<file path="src/rtl/hht_csr_row_sequencer.sv">
// hht_csr_row_sequencer: walks a CSR matrix row by row over two read ports and
// streams {val, vec[col]} pairs to a MAC with a valid/ready handshake.
module hht_csr_row_sequencer #(
    parameter int AW = 32,
    parameter int DW = 32
) (
    input  logic          Clk,
    input  logic          Rst,
    input  logic          start,
    input  logic [AW-1:0] num_rows,
    input  logic [AW-1:0] row_base,
    input  logic [AW-1:0] col_base,
    input  logic [AW-1:0] val_base,
    input  logic [AW-1:0] vec_base,
    output logic [AW-1:0] addr1,
    input  logic [DW-1:0] dataIn1,
    output logic [AW-1:0] addr2,
    input  logic [DW-1:0] dataIn2,
    output logic          mac_valid,
    input  logic          mac_ready,
    output logic [DW-1:0] mac_a,
    output logic [DW-1:0] mac_b,
    output logic          mac_last,
    output logic [AW-1:0] row_idx,
    output logic          busy,
    output logic          done,
    output logic          err
);
    localparam logic [3:0] IDLE  = 4'd0;
    localparam logic [3:0] RP0   = 4'd1;
    localparam logic [3:0] RP1   = 4'd2;
    localparam logic [3:0] COL   = 4'd3;
    localparam logic [3:0] VEC   = 4'd4;
    localparam logic [3:0] EMIT  = 4'd5;
    localparam logic [3:0] EMPTY = 4'd6;
    localparam logic [3:0] NEXT  = 4'd7;
    localparam logic [3:0] DONE  = 4'd8;

    logic [3:0]    state_q, state_d;
    logic [AW-1:0] nrows_q, nrows_d, rbase_q, rbase_d, cbase_q, cbase_d;
    logic [AW-1:0] vbase_q, vbase_d, xbase_q, xbase_d;
    logic [AW-1:0] r_q, r_d, k_q, k_d, kbeg_q, kbeg_d, kend_q, kend_d;
    logic [AW-1:0] addr1_q, addr1_d, addr2_q, addr2_d;
    logic [DW-1:0] a_q, a_d, b_q, b_d;
    logic          err_q, err_d, done_q, done_d;
    logic [AW-1:0] d1, r1, k1;

    assign d1 = AW'(dataIn1);
    assign r1 = r_q + AW'(1);
    assign k1 = k_q + AW'(1);

    always_comb begin
        state_d = state_q;
        nrows_d = nrows_q;
        rbase_d = rbase_q;
        cbase_d = cbase_q;
        vbase_d = vbase_q;
        xbase_d = xbase_q;
        r_d     = r_q;
        k_d     = k_q;
        kbeg_d  = kbeg_q;
        kend_d  = kend_q;
        addr1_d = addr1_q;
        addr2_d = addr2_q;
        a_d     = a_q;
        b_d     = b_q;
        err_d   = err_q;
        done_d  = state_q == DONE;
        case (state_q)
            IDLE: if (start) begin
                nrows_d = num_rows;
                rbase_d = row_base;
                cbase_d = col_base;
                vbase_d = val_base;
                xbase_d = vec_base;
                r_d     = '0;
                err_d   = 1'b0;
                state_d = num_rows == '0 ? DONE : RP0;
                addr1_d = num_rows == '0 ? addr1_q : row_base;
            end
            RP0: begin
                kbeg_d  = d1;
                addr1_d = rbase_q + r1;
                state_d = RP1;
            end
            RP1: begin
                kend_d = d1;
                if (d1 <= kbeg_q) begin
                    err_d   = err_q | (d1 < kbeg_q);
                    a_d     = '0;
                    b_d     = '0;
                    state_d = EMPTY;
                end else begin
                    k_d     = kbeg_q;
                    addr1_d = cbase_q + kbeg_q;
                    addr2_d = vbase_q + kbeg_q;
                    state_d = COL;
                end
            end
            COL: begin
                a_d     = dataIn2;
                addr2_d = xbase_q + d1;
                state_d = VEC;
            end
            VEC: begin
                b_d     = dataIn2;
                state_d = EMIT;
            end
            EMIT: if (mac_ready) begin
                if (k1 < kend_q) begin
                    k_d     = k1;
                    addr1_d = cbase_q + k1;
                    addr2_d = vbase_q + k1;
                    state_d = COL;
                end else begin
                    state_d = NEXT;
                end
            end
            EMPTY: state_d = mac_ready ? NEXT : EMPTY;
            NEXT: begin
                r_d     = r1;
                kbeg_d  = kend_q;
                addr1_d = r1 == nrows_q ? addr1_q : rbase_q + r1 + AW'(1);
                state_d = r1 == nrows_q ? DONE : RP1;
            end
            default: state_d = IDLE;
        endcase
    end

    always_ff @(posedge Clk) begin
        if (Rst) begin
            state_q <= IDLE;
            nrows_q <= '0;
            rbase_q <= '0;
            cbase_q <= '0;
            vbase_q <= '0;
            xbase_q <= '0;
            r_q     <= '0;
            k_q     <= '0;
            kbeg_q  <= '0;
            kend_q  <= '0;
            addr1_q <= '0;
            addr2_q <= '0;
            a_q     <= '0;
            b_q     <= '0;
            err_q   <= 1'b0;
            done_q  <= 1'b0;
        end else begin
            state_q <= state_d;
            nrows_q <= nrows_d;
            rbase_q <= rbase_d;
            cbase_q <= cbase_d;
            vbase_q <= vbase_d;
            xbase_q <= xbase_d;
            r_q     <= r_d;
            k_q     <= k_d;
            kbeg_q  <= kbeg_d;
            kend_q  <= kend_d;
            addr1_q <= addr1_d;
            addr2_q <= addr2_d;
            a_q     <= a_d;
            b_q     <= b_d;
            err_q   <= err_d;
            done_q  <= done_d;
        end
    end

    assign addr1     = addr1_q;
    assign addr2     = addr2_q;
    assign mac_valid = state_q == EMIT || state_q == EMPTY;
    assign mac_a     = a_q;
    assign mac_b     = b_q;
    assign mac_last  = state_q == EMPTY || (state_q == EMIT && k1 == kend_q);
    assign row_idx   = r_q;
    assign busy      = state_q != IDLE && state_q != DONE;
    assign done      = done_q;
    assign err       = err_q;
endmodule

</file>
<file path="config.mk">
export PLATFORM = sky130hd
export DESIGN_NAME = hht_csr_row_sequencer
export DESIGN_NICKNAME = d
export VERILOG_FILES = /design/src/rtl/hht_csr_row_sequencer.sv
export SDC_FILE = /design/constraint.sdc
export NUM_CORES = 1
export LEC_CHECK = 0
export ABC_AREA = 1
export ABC_CLOCK_PERIOD_IN_PS = 11400
export BUFFER_PORTS_ARGS = -buffer_cell sky130_fd_sc_hd__buf_4
export CORE_MARGIN = 4
export CORE_UTILIZATION = 55
export DETAILED_ROUTE_END_ITERATION = 16
export PLACE_DENSITY = 0.79
export REMOVE_ABC_BUFFERS = 1
export SETUP_SLACK_MARGIN = 0.05
export SYNTH_ARGS = -nofsm -noshare
export SYNTH_HDL_FRONTEND = slang
export SYNTH_SLANG_ARGS = --single-unit
</file>
<file path="constraint.sdc">
create_clock -name Clk -period 11.4 [get_ports Clk]
set_clock_uncertainty 0.15 [all_clocks]
set_input_delay 0.57 -clock Clk [delete_from_list [all_inputs] [get_ports Clk]]
set_output_delay 0.57 -clock Clk [all_outputs]
set_load 0.005 [all_outputs]
</file>
* After elaboration in Yosys (flattened, before gate mapping)
Index checks and enable logic that the tools add are counted.
** Word-level totals
- Register bits after elaboration :: 422
- Bits of input ports :: 228
- Word-level logic and storage cells :: 103
** Cells by class
- $add $sub $neg :: 9
- Order comparisons :: 3
- Equality and inequality tests :: 18
- Multiplexer cells :: 32
- Bitwise gates (word level) :: 1
- Reductions and logical operators :: 24
** Operator list (count)
- $mux W32 :: 14
- $pmux W32 S2 :: 5
- $add A32 B32 Y32 :: 6
- $pmux W32 S5 :: 1
- $add A32 B1 Y32 const B :: 3
- $pmux W32 S3 :: 1
- $eq A32 B32 Y1 :: 2
- $lt A32 B32 Y1 :: 2
- $le A32 B32 Y1 :: 1
- $logic_not A32 Y1 :: 1
- $pmux W4 S8 :: 1
- $eq A4 B3 Y1 const B :: 4
- $mux W4 :: 4
- $ne A2 B2 Y1 const B :: 7
- $reduce_bool A2 Y1 :: 6
- $reduce_and A2 Y1 :: 5
- $eq A4 B2 Y1 const B :: 2
- $reduce_and A4 Y1 :: 2
- $reduce_and A7 Y1 :: 1
- $mux W3 :: 2
- $reduce_bool A5 Y1 :: 1
- $eq A4 B1 Y1 const B :: 1
- $eq A4 B4 Y1 const B :: 1
- $logic_not A4 Y1 :: 1
- other kinds (9) :: 13

* Depth between registers and ports, before layout
Gate-level depths: netlist (run 1).
- Depth in word-level cells :: 5
- Depth in mapped cells :: 30
- Mapped depth without buffers :: 30

* Worst setup path after synthesis (run 1)
No wires, ideal clock.
- Path kind :: register to register
- Start :: reg k_q[0]
- End :: reg k_q[14]
- Arrival time :: 3658 ps
- Slack :: 7521 ps
- Cell stages (with the launch flop) :: 28
- Period minus slack after synthesis :: 3879 ps
- Cell sequence :: dfxtp_1 > ha_1 > nand3_1 > inv_1 > nand2_1 > nor2_2 > nand2_1 > nor2_1 > nand2_1 > nor2_1 > nand3_1 > nor2_2 > nand2_1 > nor2_1 > xor2_1 > ha_1 > nand2_1 > nor2_1 > nand2_1 > nor4_1 > nand2_1 > nand3_1 > nand2_1 > nand4_1 > clkbuf_1 > clkbuf_1 > nand2_1 > a21oi_1
** Between the ends
- Cells in the longest elaborated chain, start to end :: 4
- Elaborated cells on any way between the ends :: 7
- Those cells by class :: 1 x add/sub; 1 x order compare; 1 x eq/ne; 3 x mux; 1 x reduce/logical
** Ends and longest elaborated chain
- start, declared :: RTL line 42 : logic [AW-1:0] r_q, r_d, k_q, k_d, kbeg_q, kbeg_d, kend_q, kend_d;
- start signal, assigned :: RTL line 156 : k_q <= k_d;
- $add A32 B1 Y32 (*) :: RTL line 50 : assign k1 = k_q + AW'(1);
- $lt A32 B32 Y1 / $mux W32 (equally long branches) :: RTL line 110 : if (k1 < kend_q) begin
- $ne A2 B2 Y1 (no source line) / $mux W32 (equally long branches)
- $reduce_and A4 Y1 (no source line) / $pmux W32 S2 (equally long branches)
Mark *: on every way between the ends. The rest lies on a longest branch, timed or not. The select of a mux whose other input is x is not followed.
A chain may end at the register's enable or synchronous reset.

* Worst setup path in the final report (run 1)
- Start :: reg k_q[0]
- End :: reg addr2_q[1], in the netlist addr2[1]
** Between the ends
- Cells in the longest elaborated chain, start to end :: 5
- Elaborated cells on any way between the ends :: 8
- Those cells by class :: 2 x add/sub; 1 x order compare; 1 x eq/ne; 3 x mux; 1 x reduce/logical
** Ends and longest elaborated chain
- $add A32 B1 Y32 (*) :: RTL line 50
- $add A32 B32 Y32 :: RTL line 113 : addr2_d = vbase_q + k1;
- $mux W32 :: RTL line 110
- $mux W32 :: RTL line 109 : EMIT: if (mac_ready) begin
- $pmux W32 S3 :: RTL line 69 : case (state_q)
- end signal, assigned :: RTL line 160 : addr2_q <= addr2_d;
- end, declared :: RTL line 43 : logic [AW-1:0] addr1_q, addr1_d, addr2_q, addr2_d;
Marked as above.

==> results of run 1 <==
flip-flops by register name (all words and copies together) (netlist names):
signal / count
addr1: 32
addr2: 32
cbase_q: 32
k_q: 32
kbeg_q: 32
kend_q: 32
mac_a: 32
mac_b: 32
nrows_q: 32
rbase_q: 32
row_idx: 32
vbase_q: 32
xbase_q: 32
state_q: 4
done: 1
err: 1
worst reg2reg max path: cells and delay by family, from the launching register on:
family,cells,cell delay (ns)
DFF,1,0.39
xor gates and xnor gates,1,0.10
adders and majority gates,2,0.50
and+or+nand+nor,20,3.16
AOI/OAI and AO/OA,2,0.60
buffers and inverters,2,0.56
placed cells by master, fill, tap and decap left out, drive strengths merged, types with 2 or more instances in the layout:
cell	instances
xor2	62
a21oi	423
o21bai	14
o21ai	453
fa	4
buf	413
o22ai	2
dfxtp	422
nand3b	4
xnor2	17
o211ai	15
clkinvlp	3
inv	474
o211a	5
a211oi	17
a21boi	3
o221a	2
o21a	13
clkinv	14
ha	195
a21o	10
and2	4
nand3	266
or2	32
nor3	33
o221ai	5
a221oi	34
bufinv	5
nand4	47
nand2	1118
o2111ai	5
nor2	603
nor4	21
a31oi	23
clkbuf	64
routing by layer:
metal  track usage [%]  up-vias  share of wire (%)
met1              40.4    14200                 39
met2              58.8     1271                 48
met5                 0        -                  0
met4              18.4        0                6.1
li1                  -    15500                  -
met3              3.85      310                6.6
kinds of logic after synthesis:
logic type,Yosys count,synth area share [%]
buffers and inverters,647,8.67
xor gates and xnor gates,80,2.59
DFF,422,29.6
adders and majority gates,199,8.84
and+or+nand+nor,2132,30.7
AOI/OAI and AO/OA,1027,19.5
layout make-up:
cell class | count | area, um^2 | share of cell area, %
clock inverters | 22 | 262 | 0.783
inverters | 474 | 1790 | 5.36
well taps | 680 | 851 | 2.55
flip-flops and latches | 422 | 8450 | 25.3
clock buffers | 64 | 1330 | 3.98
multi-input cells | 3438 | 17600 | 52.7
repair buffers | 413 | 3120 | 9.33
final timing paths:
kind,slack (ns),end,depth (start not counted),from
min,0.03,xbase_q[26],3,vec_base[26]
min reg2reg,0.31,mac_a[8],2,mac_a[8]
max reg2reg,5.79,addr2[1],27,k_q[0]
max,5.79,addr2[1],27,k_q[0]
cell usage after synthesis, types with 13 or more instances:
cell type,n,share of area (%)
o211ai_1,15,0.40
a221oi_1,34,1.0
o21bai_1,14,0.37
buf_2,21,0.37
nor2_1,590,7.8
xor2_1,60,1.8
a21oi_1,423,7.4
ha_1,195,8.6
nand2_1,1116,15
clkbuf_1,142,1.9
dfxtp_1,422,30
nor4_1,21,0.46
inv_1,462,6.1
a211oi_1,17,0.45
a31oi_1,23,0.50
nand4_1,47,1.0
o21ai_0,448,7.9
nand3_1,262,4.6
xnor2_1,16,0.49
or2_2,30,0.66
nor3_1,32,0.56
o21a_1,13,0.34
power by group through the flow:
stage,logic (mW),clock network [mW],registers (mW)
2_1_floorplan,1.95,0,2.01
3_3_place_gp,2.81,0,2.09
3_5_place_dp,2.84,0,2.09
4_1_cts,2.87,1.61,2.06
5_1_grt,3.26,1.66,2.10
6_report,2.91,1.60,2.07
==> flow_summary.json, run 1 <==
{
  "cp.required_ns": 11.69,
  "routed_wire_length_per_instance_um": 17.8,
  "via_density": 5.67,
  "period_minus_slack_ns": 5.61,
  "cts.reportedPaths.clkPinSlew_ns": 0.06,
  "sequentialPowerShare_pct": 31.5,
  "ctsHtreeMaxLevel": 2,
  "post-route-cell-area_um2": 33400,
  "ctsResizeCount": 0,
  "fp.dieArea_um2": 55500,
  "first_global_vias": 29400,
  "finalNonFillerCells": 5513,
  "p_total_mw": 6.58,
  "timing.hold.worst.class": "primary input to flip-flop",
  "final_core_area_utilization_pct": 65.1,
  "share_of_synthesized_registers_carrying_an_async_set_or_reset_pct": 0,
  "grt_max_degree": 97,
  "gp_routability_congestion": 1.01,
  "power.leakage_nw": 15.4,
  "detailedRoute.firstIterationViolations": 2628,
  "post_route_cells_drive_above_1_share_pct": 11.7,
  "post_cts_buffers": 0,
  "critical_path.slowest_cell": "nand2_2",
  "max_stage_delay_ns": 0.68,
  "timing.final.crit_share_pct": 49.2,
  "core.rowCount": 83,
  "timing.max_cap.violations": 0,
  "powerDensity_nw_per_um2": 197,
  "cts_made_buffers": 48,
  "initial_antenna_violation_count": 0,
  "finalSetupViolations": 0,
  "critPathMaxFanout": 58,
  "firstDrtPassIters": 5,
  "worst_path_dominant_cell_family": "simple AND/OR/NAND/NOR gates",
  "drt_wl_total_mm": 98.3,
  "buffer_ports.inserted": 392,
  "layout.nets": 5224,
  "cellInternalPower_mw": 3.76,
  "worst_skew_pair.late_latency_ns": 0.61,
  "fillers": 4935,
  "detailroute.via_count": 31200,
  "cts_max_path_bufs": 3,
  "postSynthAreaPerCell_um2": 6.32,
  "synthFlopType": "dfxtp_1",
  "die_h_um": 236,
  "post_cts_hold_buffer_count": 0,
  "final_hold_viol_count": 0,
  "clock_sink_count": 422,
  "grt_pass1_wl_mm": 153,
  "ys_seq_area_share_pct": 29.6,
  "finalMaxSlewViolations": 0,
  "preCtsSetupSlack_ns": 5.98,
  "finalSetupTns_ns": 0,
  "core_um2": 51300,
  "area.growth.synth_to_final_pct": 17.2,
  "start_util_pct": 55.6,
  "irDropWorstVdd_uv": 157,
  "synth_enable_flop_cells": 0,
  "drt_drc_violations_left": 0,
  "post-route-worst-setup-slack_ns": 5.79,
  "synthesis.area_um2": 28500,
  "timing.fmax_mhz": 178,
  "relSlewSlack_pct": 16.1,
  "worstPathBufferInverterCount": 2,
  "placedInstanceArea_um2": 31800,
  "chipWidth_um": 236,
  "critPathCaptureType": "flip-flop",
  "groute.usage.overall_pct": 33.6,
  "grt_overflow": 0,
  "tritoncts": "done",
  "post-place-cells": 5427,
  "rsz0062_at_grt": "false",
  "place_hpwl_mm": 74.7,
  "clkPwrFrac_pct": 24.3,
  "io_pins": 393,
  "yosysUniqueCellTypes": 55,
  "cts_root_buffer": "clkbuf_16",
  "setup.worst_path.start_class": "flip-flop",
  "switching_share_pct": 42.8,
  "n_antenna_cell": 0,
  "crit_top_cell": "nand2_1",
  "synth_seq_cells": 422,
  "hold-worst-slack_ns": 0.0284,
  "ys.warnings.count": 0,
  "criticalPathCategory": "flip-flop to flip-flop",
  "share_comb_of_total_power_pct": 44.3,
  "power.net_switching_mw": 2.82,
  "synthesis.instances": 4507,
  "final_antenna_net_count": 0,
  "tightestPinTransition_ns": 1.26,
  "outcome": "completed",
  "worstPathArrival_ns": 5.90
}
No activity file was read; power rests on OpenSTA's default activity.
==> inputs of run 2 (changes only) <==
Settings changed: ABC_CLOCK_PERIOD_IN_PS 11400 to 5600.
Clock period 11.4 ns to 5.6 ns, I/O delays scaled along.
==> run 2 against run 1 <==
- first-iteration DRC count grew 22%
- worst setup slack lost 5.3 ns
- sequential share of layout area shrank 1.8 points
- combinational power grew 110%
- flip-flop and latch count is the same
- non-clock buffer count grew 242
- critical path type is now flip-flop to output pin
==> flow_summary.json, run 2 (synthesis results as in run 1) <==
{
  "outcome": "completed",
  "routed_wire_length_per_instance_um": 18.5,
  "clock_sink_count": 422,
  "placedInstanceArea_um2": 31900,
  "timing.hold.worst.class": "primary input to flip-flop",
  "first_global_vias": 31700,
  "via_density": 5.69,
  "worst-r2r-cell-count": 28,
  "setup.worst_path.start_class": "flip-flop",
  "p_total_mw": 13.8,
  "cts_made_buffers": 49,
  "drt_drc_violations_left": 0,
  "start_util_pct": 55.6,
  "critPathCaptureType": "output pin",
  "area.growth.synth_to_final_pct": 26.0,
  "initial_antenna_violation_count": 1,
  "path_cells": "nand2_1 -> nor2_1 -> nand4_1 -> nor3_1 -> nand4_1 -> nor2_1 -> xor2_1 -> inv_1 -> ha_1 -> nand2_1 -> nor2_1 -> nand2_1 -> nor4_1 -> nand3_1 -> o21ai_0 -> buf_4",
  "cts.reportedPaths.clkPinSlew_ns": 0.06,
  "regToRegSetupSlack_ns": 0.73,
  "cp.required_ns": 5.17,
  "critPathMaxFanout": 5,
  "hold_path_depth": 4,
  "timing.max_cap.violations": 0,
  "rsz0062_at_grt": "false",
  "cts_root_buffer": "clkbuf_16",
  "worst_skew_pair.late_latency_ns": 0.62,
  "gp_routability_congestion": 0.972,
  "fp.dieArea_um2": 55500,
  "powerDensity_nw_per_um2": 385,
  "regToRegStartpoint": "k_q[0]",
  "period_minus_slack_ns": 5.12,
  "die_h_um": 236,
  "holdPathEnd": "xbase_q[28]",
  "buffer_ports.inserted": 392,
  "final_core_area_utilization_pct": 70.0,
  "place_hpwl_mm": 77.6,
  "multi_input_area_um2": 17600,
  "detailroute.via_count": 32800,
  "r2r_end": "addr1[31]",
  "timing.final.crit_share_pct": 91.3,
  "criticalPathCategory": "flip-flop to output pin",
  "tritoncts": "done",
  "relSlewSlack_pct": 26.5,
  "grt_overflow": 0,
  "grt_max_degree": 139,
  "io_pins": 393,
  "critical_path.slowest_cell": "o21ai_0",
  "groute.usage.overall_pct": 36.5,
  "max_stage_delay_ns": 0.61,
  "irDropWorstVdd_uv": 329,
  "ctsHtreeMaxLevel": 2,
  "fillers": 4505,
  "chipWidth_um": 236,
  "most-common-layout-cells": "1115 x nand2_1, 584 x nor2_1, 460 x inv_1",
  "hold_path.startpoint": "vec_base[28]",
  "power.leakage_nw": 16.5,
  "detailedRoute.firstIterationViolations": 3213,
  "finalSetupViolations": 0,
  "finalMaxSlewViolations": 0,
  "layout.nets": 5467,
  "post_route_cells_drive_above_1_share_pct": 11.6,
  "layout.area.seq_um2": 8450,
  "firstDrtPassIters": 6,
  "grt_pass1_wl_mm": 165,
  "core.rowCount": 83,
  "post-route-cell-area_um2": 35900,
  "worstPathArrival_ns": 4.69,
  "core_um2": 51300,
  "most_common_cell_after_layout_fill_and_taps_aside": "nand2_1",
  "drt_wl_total_mm": 107,
  "final_antenna_net_count": 0,
  "final_hold_viol_count": 0,
  "tightestPinTransition_ns": 1.10,
  "timing.fmax_mhz": 195,
  "cts_max_path_bufs": 3
}
run 2: per-stage QoR:
| stage | TNS, ns | instances | hold slack, ns | setup slack, ns |
|---|---|---|---|---|
| 6_report | 0 | 5759 | 0.275 | 0.484 |
| 5_1_grt | 0 | 5759 | 0.277 | 0.235 |
| 2_1_floorplan | -646.67 | 4334 | 0.199 | -3.35 |
| 4_1_cts | 0 | 5755 | 0.261 | 0.271 |
| 3_3_place_gp | 0 | 5439 | 0.296 | 0.522 |
| 3_5_place_dp | 0 | 5439 | 0.306 | 0.305 |
run 2: worst max-delay path: cells and delay by family, from the launching register on:
family | cells | cell delay [ns]
flip-flops | 1 | 0.38
XOR/XNOR | 1 | 0.19
AND/OR/NAND/NOR | 11 | 2.28
AO/OA/AOI/OAI | 1 | 0.61
adder cells (fa/ha/maj) | 1 | 0.29
buffers and inverters | 2 | 0.31
run 2: report_power, final:
part / switching (mW) / internal (mW) / total, mW
Combinational: 4.03 / 2.20 / 6.23
Clock: 1.39 / 1.99 / 3.38
Sequential: 0.499 / 3.73 / 4.23
Total: 5.92 / 7.92 / 13.8
run 2: per-layer routing:
metal / part of all wire [%] / track usage [%]
met1: 39 / 42.8
met2: 48 / 63.4
met3: 6.7 / 4.77
met4: 7.0 / 22.0
met5: 0 / 0
run 2: worst max path at each step:
stage	from	to	slack, ns	cells after the start
after floorplan	state_q[0]	row_idx[24]	-3.35	11
after global routing	k_q[0]	mac_last	0.23	16
after detailed placement	k_q[0]	addr2[25]	0.30	21
after global placement	k_q[0]	addr2[26]	0.52	21
final	k_q[0]	mac_last	0.48	16
after CTS	k_q[0]	addr2[25]	0.27	21
run 2: what timing repair did:
item / CTS / global route
hold buffers: 227 / 0
resized for setup: 0 / 2
endpoints found under the setup margin: 0 / 38
setup buffers: 0 / 3
endpoints found under the hold margin: 343 / 0
run 2: cell type report:
class	instances	area share [%]
multi-input combinational	3438	49.1
sequential	422	23.5
timing repair buffer	655	15.4
inverter	474	4.98
clock buffer	65	3.89
tap	680	2.37
clock inverter	24	0.805
antenna	1	0.00697
